`config.mk`:
```
export PLATFORM = sky130hd
export DESIGN_NAME = issue_pair_sequencer
export DESIGN_NICKNAME = d
export VERILOG_FILES = /design/src/rtl/riscv_pkg.sv /design/src/rtl/issue_pair_buf.sv /design/src/rtl/issue_pair_sequencer.sv
export SDC_FILE = /design/constraint.sdc
export NUM_CORES = 1
export LEC_CHECK = 0
export BUFFER_PORTS_ARGS = -buffer_cell sky130_fd_sc_hd__buf_2
export CORE_ASPECT_RATIO = 1.2
export CORE_UTILIZATION = 28
export CTS_BUF_LIST = sky130_fd_sc_hd__clkbuf_16
export CTS_CLUSTER_DIAMETER = 30
export DETAILED_ROUTE_END_ITERATION = 6
export GPL_TIMING_DRIVEN = 0
export PLACE_DENSITY = 0.55
export SYNTH_ARGS = -nofsm -noshare
export SYNTH_HDL_FRONTEND = slang
export SYNTH_SLANG_ARGS = --single-unit
export TNS_END_PERCENT = 10
```
`constraint.sdc`:
```
create_clock -name clk -period 3.8 [get_ports clk]
set_input_delay 0.57 -clock clk [delete_from_list [all_inputs] [get_ports clk]]
set_output_delay 0.57 -clock clk [all_outputs]
set_load 0.02 [all_outputs]
```
`src/rtl/riscv_pkg.sv`:
```
// Shared core constants: the canonical NOP encoding and the pair sequencer state encoding.
package riscv_pkg;

    localparam logic [31:0] NOP_INSTR = 32'h0000_0013;

    typedef enum logic [1:0] {
        SEQ_EMPTY = 2'd0,
        SEQ_SLOT0 = 2'd1,
        SEQ_SLOT1 = 2'd2
    } seq_state_e;

    // First slot to issue from a freshly captured valid mask {slot0, slot1}
    function automatic seq_state_e capture_state(input logic [1:0] v);
        seq_state_e st;
        if (v[1]) begin
            st = SEQ_SLOT0;
        end else if (v[0]) begin
            st = SEQ_SLOT1;
        end else begin
            st = SEQ_EMPTY;
        end
        return st;
    endfunction

endpackage

```
`src/rtl/issue_pair_buf.sv`:
```
// Pair buffer: 64-bit instruction pair, base PC and per-slot valid mask with load, clear and hold.
module issue_pair_buf
    import riscv_pkg::*;
(
    input  logic        clk,
    input  logic        rst,
    input  logic        load_i,
    input  logic        clear_i,
    input  logic [63:0] pair_i,
    input  logic [31:0] base_i,
    input  logic [1:0]  v_i,
    output logic        slot1_valid_o,
    output logic [63:0] pair_nxt_o,
    output logic [31:0] base_nxt_o
);

    logic [63:0] pair_q, pair_d;
    logic [31:0] base_q, base_d;
    logic [1:0]  v_q, v_d;

    // Next contents: clear wins over load, otherwise hold
    always_comb begin
        pair_d = pair_q;
        base_d = base_q;
        v_d    = v_q;
        if (clear_i) begin
            v_d = 2'b00;
        end else if (load_i) begin
            pair_d = pair_i;
            base_d = base_i;
            v_d    = v_i;
        end else begin
            v_d = v_q;
        end
    end

    // Buffer registers
    always_ff @(posedge clk) begin
        if (rst) begin
            pair_q <= {NOP_INSTR, NOP_INSTR};
            base_q <= 32'h0000_0000;
            v_q    <= 2'b00;
        end else begin
            pair_q <= pair_d;
            base_q <= base_d;
            v_q    <= v_d;
        end
    end

    // Next values are exported so the issue registers line up with the state they present
    assign slot1_valid_o = v_q[0];
    assign pair_nxt_o    = pair_d;
    assign base_nxt_o    = base_d;

endmodule

```
`src/rtl/issue_pair_sequencer.sv`:
```
// Serialises fetched instruction pairs into a single-issue stream with valid/ready on both sides.
// Build option: SEQ_NOP_SKIP_EN drops NOP slots at capture time.
module issue_pair_sequencer
    import riscv_pkg::*;
#(
    parameter logic [31:0] RESET_PC = 32'h0000_0000
) (
    input  logic        clk,
    input  logic        rst,
    input  logic        fetch_valid,
    input  logic [31:0] fetch_pc,
    input  logic [63:0] fetch_instr,
    output logic        fetch_ready,
    output logic        issue_valid,
    output logic [31:0] issue_instr,
    output logic [31:0] issue_pc,
    input  logic        issue_ready,
    input  logic        flush,
    output logic [1:0]  seq_state
);

    seq_state_e  state_q, state_d;
    logic        fetch_ready_s;
    logic        fetch_hs;
    logic        buf_load, buf_clear;
    logic        buf_slot1_valid;
    logic [63:0] pair_nxt;
    logic [31:0] base_nxt;
    logic [31:0] cap_base;
    logic [1:0]  cap_v;
    seq_state_e  cap_state;

    logic        issue_valid_q, issue_valid_d;
    logic [31:0] issue_instr_q, issue_instr_d;
    logic [31:0] issue_pc_q,    issue_pc_d;

    assign cap_base = {fetch_pc[31:3], 1'b0, fetch_pc[1:0]};
`ifdef SEQ_NOP_SKIP_EN
    assign cap_v = {~fetch_pc[2] && (fetch_instr[63:32] != NOP_INSTR),
                    fetch_instr[31:0] != NOP_INSTR};
`else
    assign cap_v = {~fetch_pc[2], 1'b1};
`endif
    assign cap_state = capture_state(cap_v);
    assign fetch_hs  = fetch_valid && fetch_ready_s;

    issue_pair_buf u_buf (
        .clk          (clk),
        .rst          (rst),
        .load_i       (buf_load),
        .clear_i      (buf_clear),
        .pair_i       (fetch_instr),
        .base_i       (cap_base),
        .v_i          (cap_v),
        .slot1_valid_o(buf_slot1_valid),
        .pair_nxt_o   (pair_nxt),
        .base_nxt_o   (base_nxt)
    );

    // State register
    always_ff @(posedge clk) begin
        if (rst) begin
            state_q <= SEQ_EMPTY;
        end else begin
            state_q <= state_d;
        end
    end

    // Next state and buffer control; flush overrides everything, issue stall freezes
    always_comb begin
        state_d   = state_q;
        buf_load  = 1'b0;
        buf_clear = 1'b0;
        if (flush) begin
            state_d   = SEQ_EMPTY;
            buf_clear = 1'b1;
        end else begin
            case (state_q)
                SEQ_EMPTY: begin
                    if (fetch_hs) begin
                        buf_load = 1'b1;
                        state_d  = cap_state;
                    end else begin
                        state_d  = SEQ_EMPTY;
                    end
                end
                SEQ_SLOT0, SEQ_SLOT1: begin
                    if (!issue_ready) begin
                        state_d = state_q;
                    end else if ((state_q == SEQ_SLOT0) && buf_slot1_valid) begin
                        state_d = SEQ_SLOT1;
                    end else if (fetch_hs) begin
                        buf_load = 1'b1;
                        state_d  = cap_state;
                    end else begin
                        buf_clear = 1'b1;
                        state_d   = SEQ_EMPTY;
                    end
                end
                default: begin
                    state_d   = SEQ_EMPTY;
                    buf_clear = 1'b1;
                end
            endcase
        end
    end

    // Outputs: fetch_ready from current state; issue_* prepared from the next state
    always_comb begin
        fetch_ready_s = 1'b0;
        if (rst || flush) begin
            fetch_ready_s = 1'b0;
        end else begin
            case (state_q)
                SEQ_EMPTY: fetch_ready_s = 1'b1;
                SEQ_SLOT0: fetch_ready_s = issue_ready && !buf_slot1_valid;
                SEQ_SLOT1: fetch_ready_s = issue_ready;
                default:   fetch_ready_s = 1'b0;
            endcase
        end

        case (state_d)
            SEQ_SLOT0: begin
                issue_valid_d = 1'b1;
                issue_instr_d = pair_nxt[63:32];
                issue_pc_d    = base_nxt;
            end
            SEQ_SLOT1: begin
                issue_valid_d = 1'b1;
                issue_instr_d = pair_nxt[31:0];
                issue_pc_d    = base_nxt + 32'd4;
            end
            default: begin
                issue_valid_d = 1'b0;
                issue_instr_d = NOP_INSTR;
                issue_pc_d    = RESET_PC;
            end
        endcase
    end

    // Issue output registers
    always_ff @(posedge clk) begin
        if (rst) begin
            issue_valid_q <= 1'b0;
            issue_instr_q <= NOP_INSTR;
            issue_pc_q    <= RESET_PC;
        end else begin
            issue_valid_q <= issue_valid_d;
            issue_instr_q <= issue_instr_d;
            issue_pc_q    <= issue_pc_d;
        end
    end

    assign fetch_ready = fetch_ready_s;
    assign issue_valid = issue_valid_q;
    assign issue_instr = issue_instr_q;
    assign issue_pc    = issue_pc_q;
    assign seq_state   = state_q;

endmodule

```
==> metrics <==
IO Port Bufs roughly 170; CP most frequent cell buf_12; global route overflow 0; Leak about 3.7 nW; Clk pin slew, worst setup/hold paths about 0.070 ns; Die Area 25,600 um^2; storage element area 3280 um^2; Root Buffer clkbuf_16; initial antenna violation count 4; Final Hold Vio Count 0; dpl cells about 1.2k; critical path launch point type register; first-pass GRT wire length around 33,000 um; final std cells w/o fill between 1k and 1.5k; layout cell share with drive strength beyond 1 0.346; Fmax achieved approximately 270 MHz; number of global-route vias before repair between 5k and 6k; core area between 20,000 and 25,000 um^2; deepest clock path buffer count 2; max-cap violations 0; Pwr Density roughly 430 nW/um^2; DRT iter0 DRCs between 300 and 400; CP Data Arrival Time approximately 4 ns; crit-path max FO 10; Worst Path Class, Setup register to register; Yosys cell types 66; Area Growth Syn to Fin 28.4%; RSZ-0062 raised after global routing true; Num CTS Buffers 17; WL/cell between 15 and 20 um; Syn Inst Count 694; crit-path cells inv_1, ha_1, a21oi_4, a21bo_1, buf_6, nor2_8, buf_12, buf_12, mux2_2, ha_2, nand3_2, nor3_4, nand2_1, o32a_1, o21a_1, o32ai_1; EDFF count, synth 0; CTS tree built; Yosys reg bits about 160; Pre-antenna DRT Iters 4; Initial Util 0.289; minimum clock period roughly 3.7 ns; Seq/Total Area, Yosys 0.470; I/O Pins 169; final worst-path cycle share 0.971; number of routed nets with antenna violations 0; Max VDD drop 0.286 mV; status complete, no violations; fraction of registers with async set/reset 0; delay-heaviest family, CP compound AO/OA/AOI/OAI gates; Chip Width 146 um; clock latency on the worst-skew pair approximately 0.44 ns; fin. max-slew vios 0; Layout fillers approximately 2.5k; Final #Nets ~1,000; synthesized area between 6000 and 7000 um^2; HPWL after detailed placement 15,700 um; Worst-Margin Slew 0.910 ns; critical path required time a little over 4 ns; critical path endpoint category register; sum of buffers and inverters on the critical path 4; die height between 150 and 200 um; Final Skew roughly 0.015 ns; largest net degree at the start of global routing 20; Most used DFF post-synth dfxtp_1; via count 5,763; Relative slew margins 0.377; routability cong. ~0.83; row cnt 62; Post-Syn Area per Cell 10.1 um^2; Final Power 3.82 mW; hold_buf cts 0; TritonCTS Sinks ~160; Via density approximately 4.7; Synth Warn # 0; Worst Hold Class input pin to register; DRT Wirelength about 21,000 um; DRC Markers 0; Max stage delay cell, worst path dfxtp_1; Multi-input gate area roughly 3500 um^2; CP max stage delay 0.41 ns; # setup viols final 0; H-tree Lvls 4; GRT Overall Usage 0.170; syn_nets ~800
-- Yosys cell counts, types with 3 or more instances --
| cell type | count | area, um^2 |
|---|---|---|
| nor4_1 | 4 | 25.0 |
| nand4_1 | 16 | 100 |
| nand2_1 | 27 | 101 |
| o32ai_1 | 7 | 61.3 |
| buf_6 | 4 | 45.0 |
| mux2i_1 | 34 | 340 |
| inv_1 | 15 | 56.3 |
| o221ai_1 | 3 | 26.3 |
| xor2_1 | 9 | 78.8 |
| nor2b_1 | 59 | 369 |
| nand3_1 | 12 | 60.1 |
| o21a_1 | 4 | 30.0 |
| buf_2 | 9 | 45.0 |
| a21oi_1 | 12 | 60.1 |
| xnor2_1 | 10 | 87.6 |
| mux2_2 | 61 | 687 |
| nand3b_1 | 3 | 22.5 |
| o22ai_1 | 17 | 106 |
| dfxtp_1 | 164 | 3280 |
| nor3_1 | 12 | 60.1 |
| nand2b_1 | 8 | 50.1 |
| a22oi_1 | 31 | 233 |
| a31oi_1 | 5 | 31.3 |
| and2_1 | 3 | 18.8 |
| o21ai_0 | 7 | 35.0 |
| ha_1 | 7 | 87.6 |
| mux2i_2 | 4 | 55.1 |
| nor2_1 | 75 | 282 |
| clkbuf_1 | 26 | 97.6 |
-- layer usage --
| layer | vias to the layer above | routed length [um] | track usage |
|---|---|---|---|
| met5 | - | 23 | 0 |
| met1 | 2747 | 9230 | 0.206 |
| met4 | 4 | 120 | 0.0438 |
| met2 | 147 | 10700 | 0.296 |
| met3 | 13 | 1210 | 0.0462 |
| li1 | 2852 | - | - |
-- path summary, 6_finish.rpt --
kind | start | to | slack [ns] | depth (start not counted)
worst max-delay path | seq_state[0] | issue_pc[28] | 0.11 | 16
worst min register to register | u_buf.pair_q[1] | u_buf.pair_q[1] | 0.48 | 2
worst min-delay path | fetch_instr[1] | u_buf.pair_q[1] | 0.39 | 3
worst max register to register | seq_state[0] | issue_pc[28] | 0.11 | 16
-- flip-flops by register name, indices dropped and copies added (netlist names) --
name          flops
issue_valid       1
u_buf.pair_q     64
issue_pc         32
seq_state         2
u_buf.base_q     32
issue_instr      32
u_buf.v_q         1
-- tightest hold or removal path: cells and delay by family --
family,cells,cell delay (ns)
mux,1,0.07
buf+inv,1,0.08
simple gates,1,0.07
-- area by class of cell --
class / count / area share
clock buffer: 17 / 0.0474
multi-input combinational: 473 / 0.390
buffer: 39 / 0.0258
antenna: 2 / 0.000558
clock inverter: 15 / 0.0197
sequential: 164 / 0.366
tap: 320 / 0.0447
timing repair buffer: 174 / 0.0988
inverter: 16 / 0.00684
-- kinds of logic (layout without fill, tap and decap cells) --
kind of cell | after synthesis | after routing | share of synthesized area
adders and majority gates | 7 | 7 | 0.0125
other | 0 | 2 | 0
AOI/OAI and AO/OA | 112 | 112 | 0.117
DFF | 164 | 164 | 0.470
xor gates and xnor gates | 19 | 19 | 0.0238
and+or+nand+nor | 234 | 234 | 0.178
buffers and inverters | 57 | 261 | 0.0389
muxes | 101 | 101 | 0.160
-- power breakdown --
group,leakage [nW],total (mW),switching [mW],internal [mW]
Sequential,1.33,1.77,0.0158,1.75
Combinational,2.12,0.298,0.159,0.139
Clock,0.295,1.75,0.860,0.894
-- cell usage in the layout (no fill, tap or decap), drive strengths merged, types with 3 or more instances in the layout --
cell / count
xnor2: 10
a22oi: 31
inv: 24
o221ai: 3
buf: 189
nand3: 12
mux2i: 39
nor2: 76
nor3: 15
o32ai: 7
mux2: 62
ha: 7
nand2b: 8
o21a: 4
nand2: 28
a21oi: 13
and2: 3
nand3b: 3
nor4: 5
a21boi: 4
xor2: 9
nand4: 17
a31oi: 5
dfxtp: 164
o22ai: 17
clkinv: 7
o21ai: 8
clkbuf: 41
nor2b: 59
-- repair_timing --
action / CTS / global route
resized for setup: 21 / 6
buffers inserted: 6 / 0
pin swaps: 3 / 1
setup endpoints to repair: 64 / 17
-- stage by stage --
stage | hold slack (ns) | area [um^2] | setup WS (ns) | utilization | setup TNS [ns]
after floorplan | 0.446 | 6980 | 0.178 | - | 0
after global placement | 0.463 | 8230 | -1.22 | 0.340 | -40.46
after detailed placement | 0.466 | 8230 | -1.19 | 0.340 | -40.49
after CTS | 0.366 | 8940 | 0.0338 | 0.370 | 0
after global routing | 0.391 | 8960 | -0.102 | 0.370 | -0.227
final | 0.385 | 8970 | 0.110 | 0.370 | 0
Note: power is estimated with default switching activity, not from simulation.
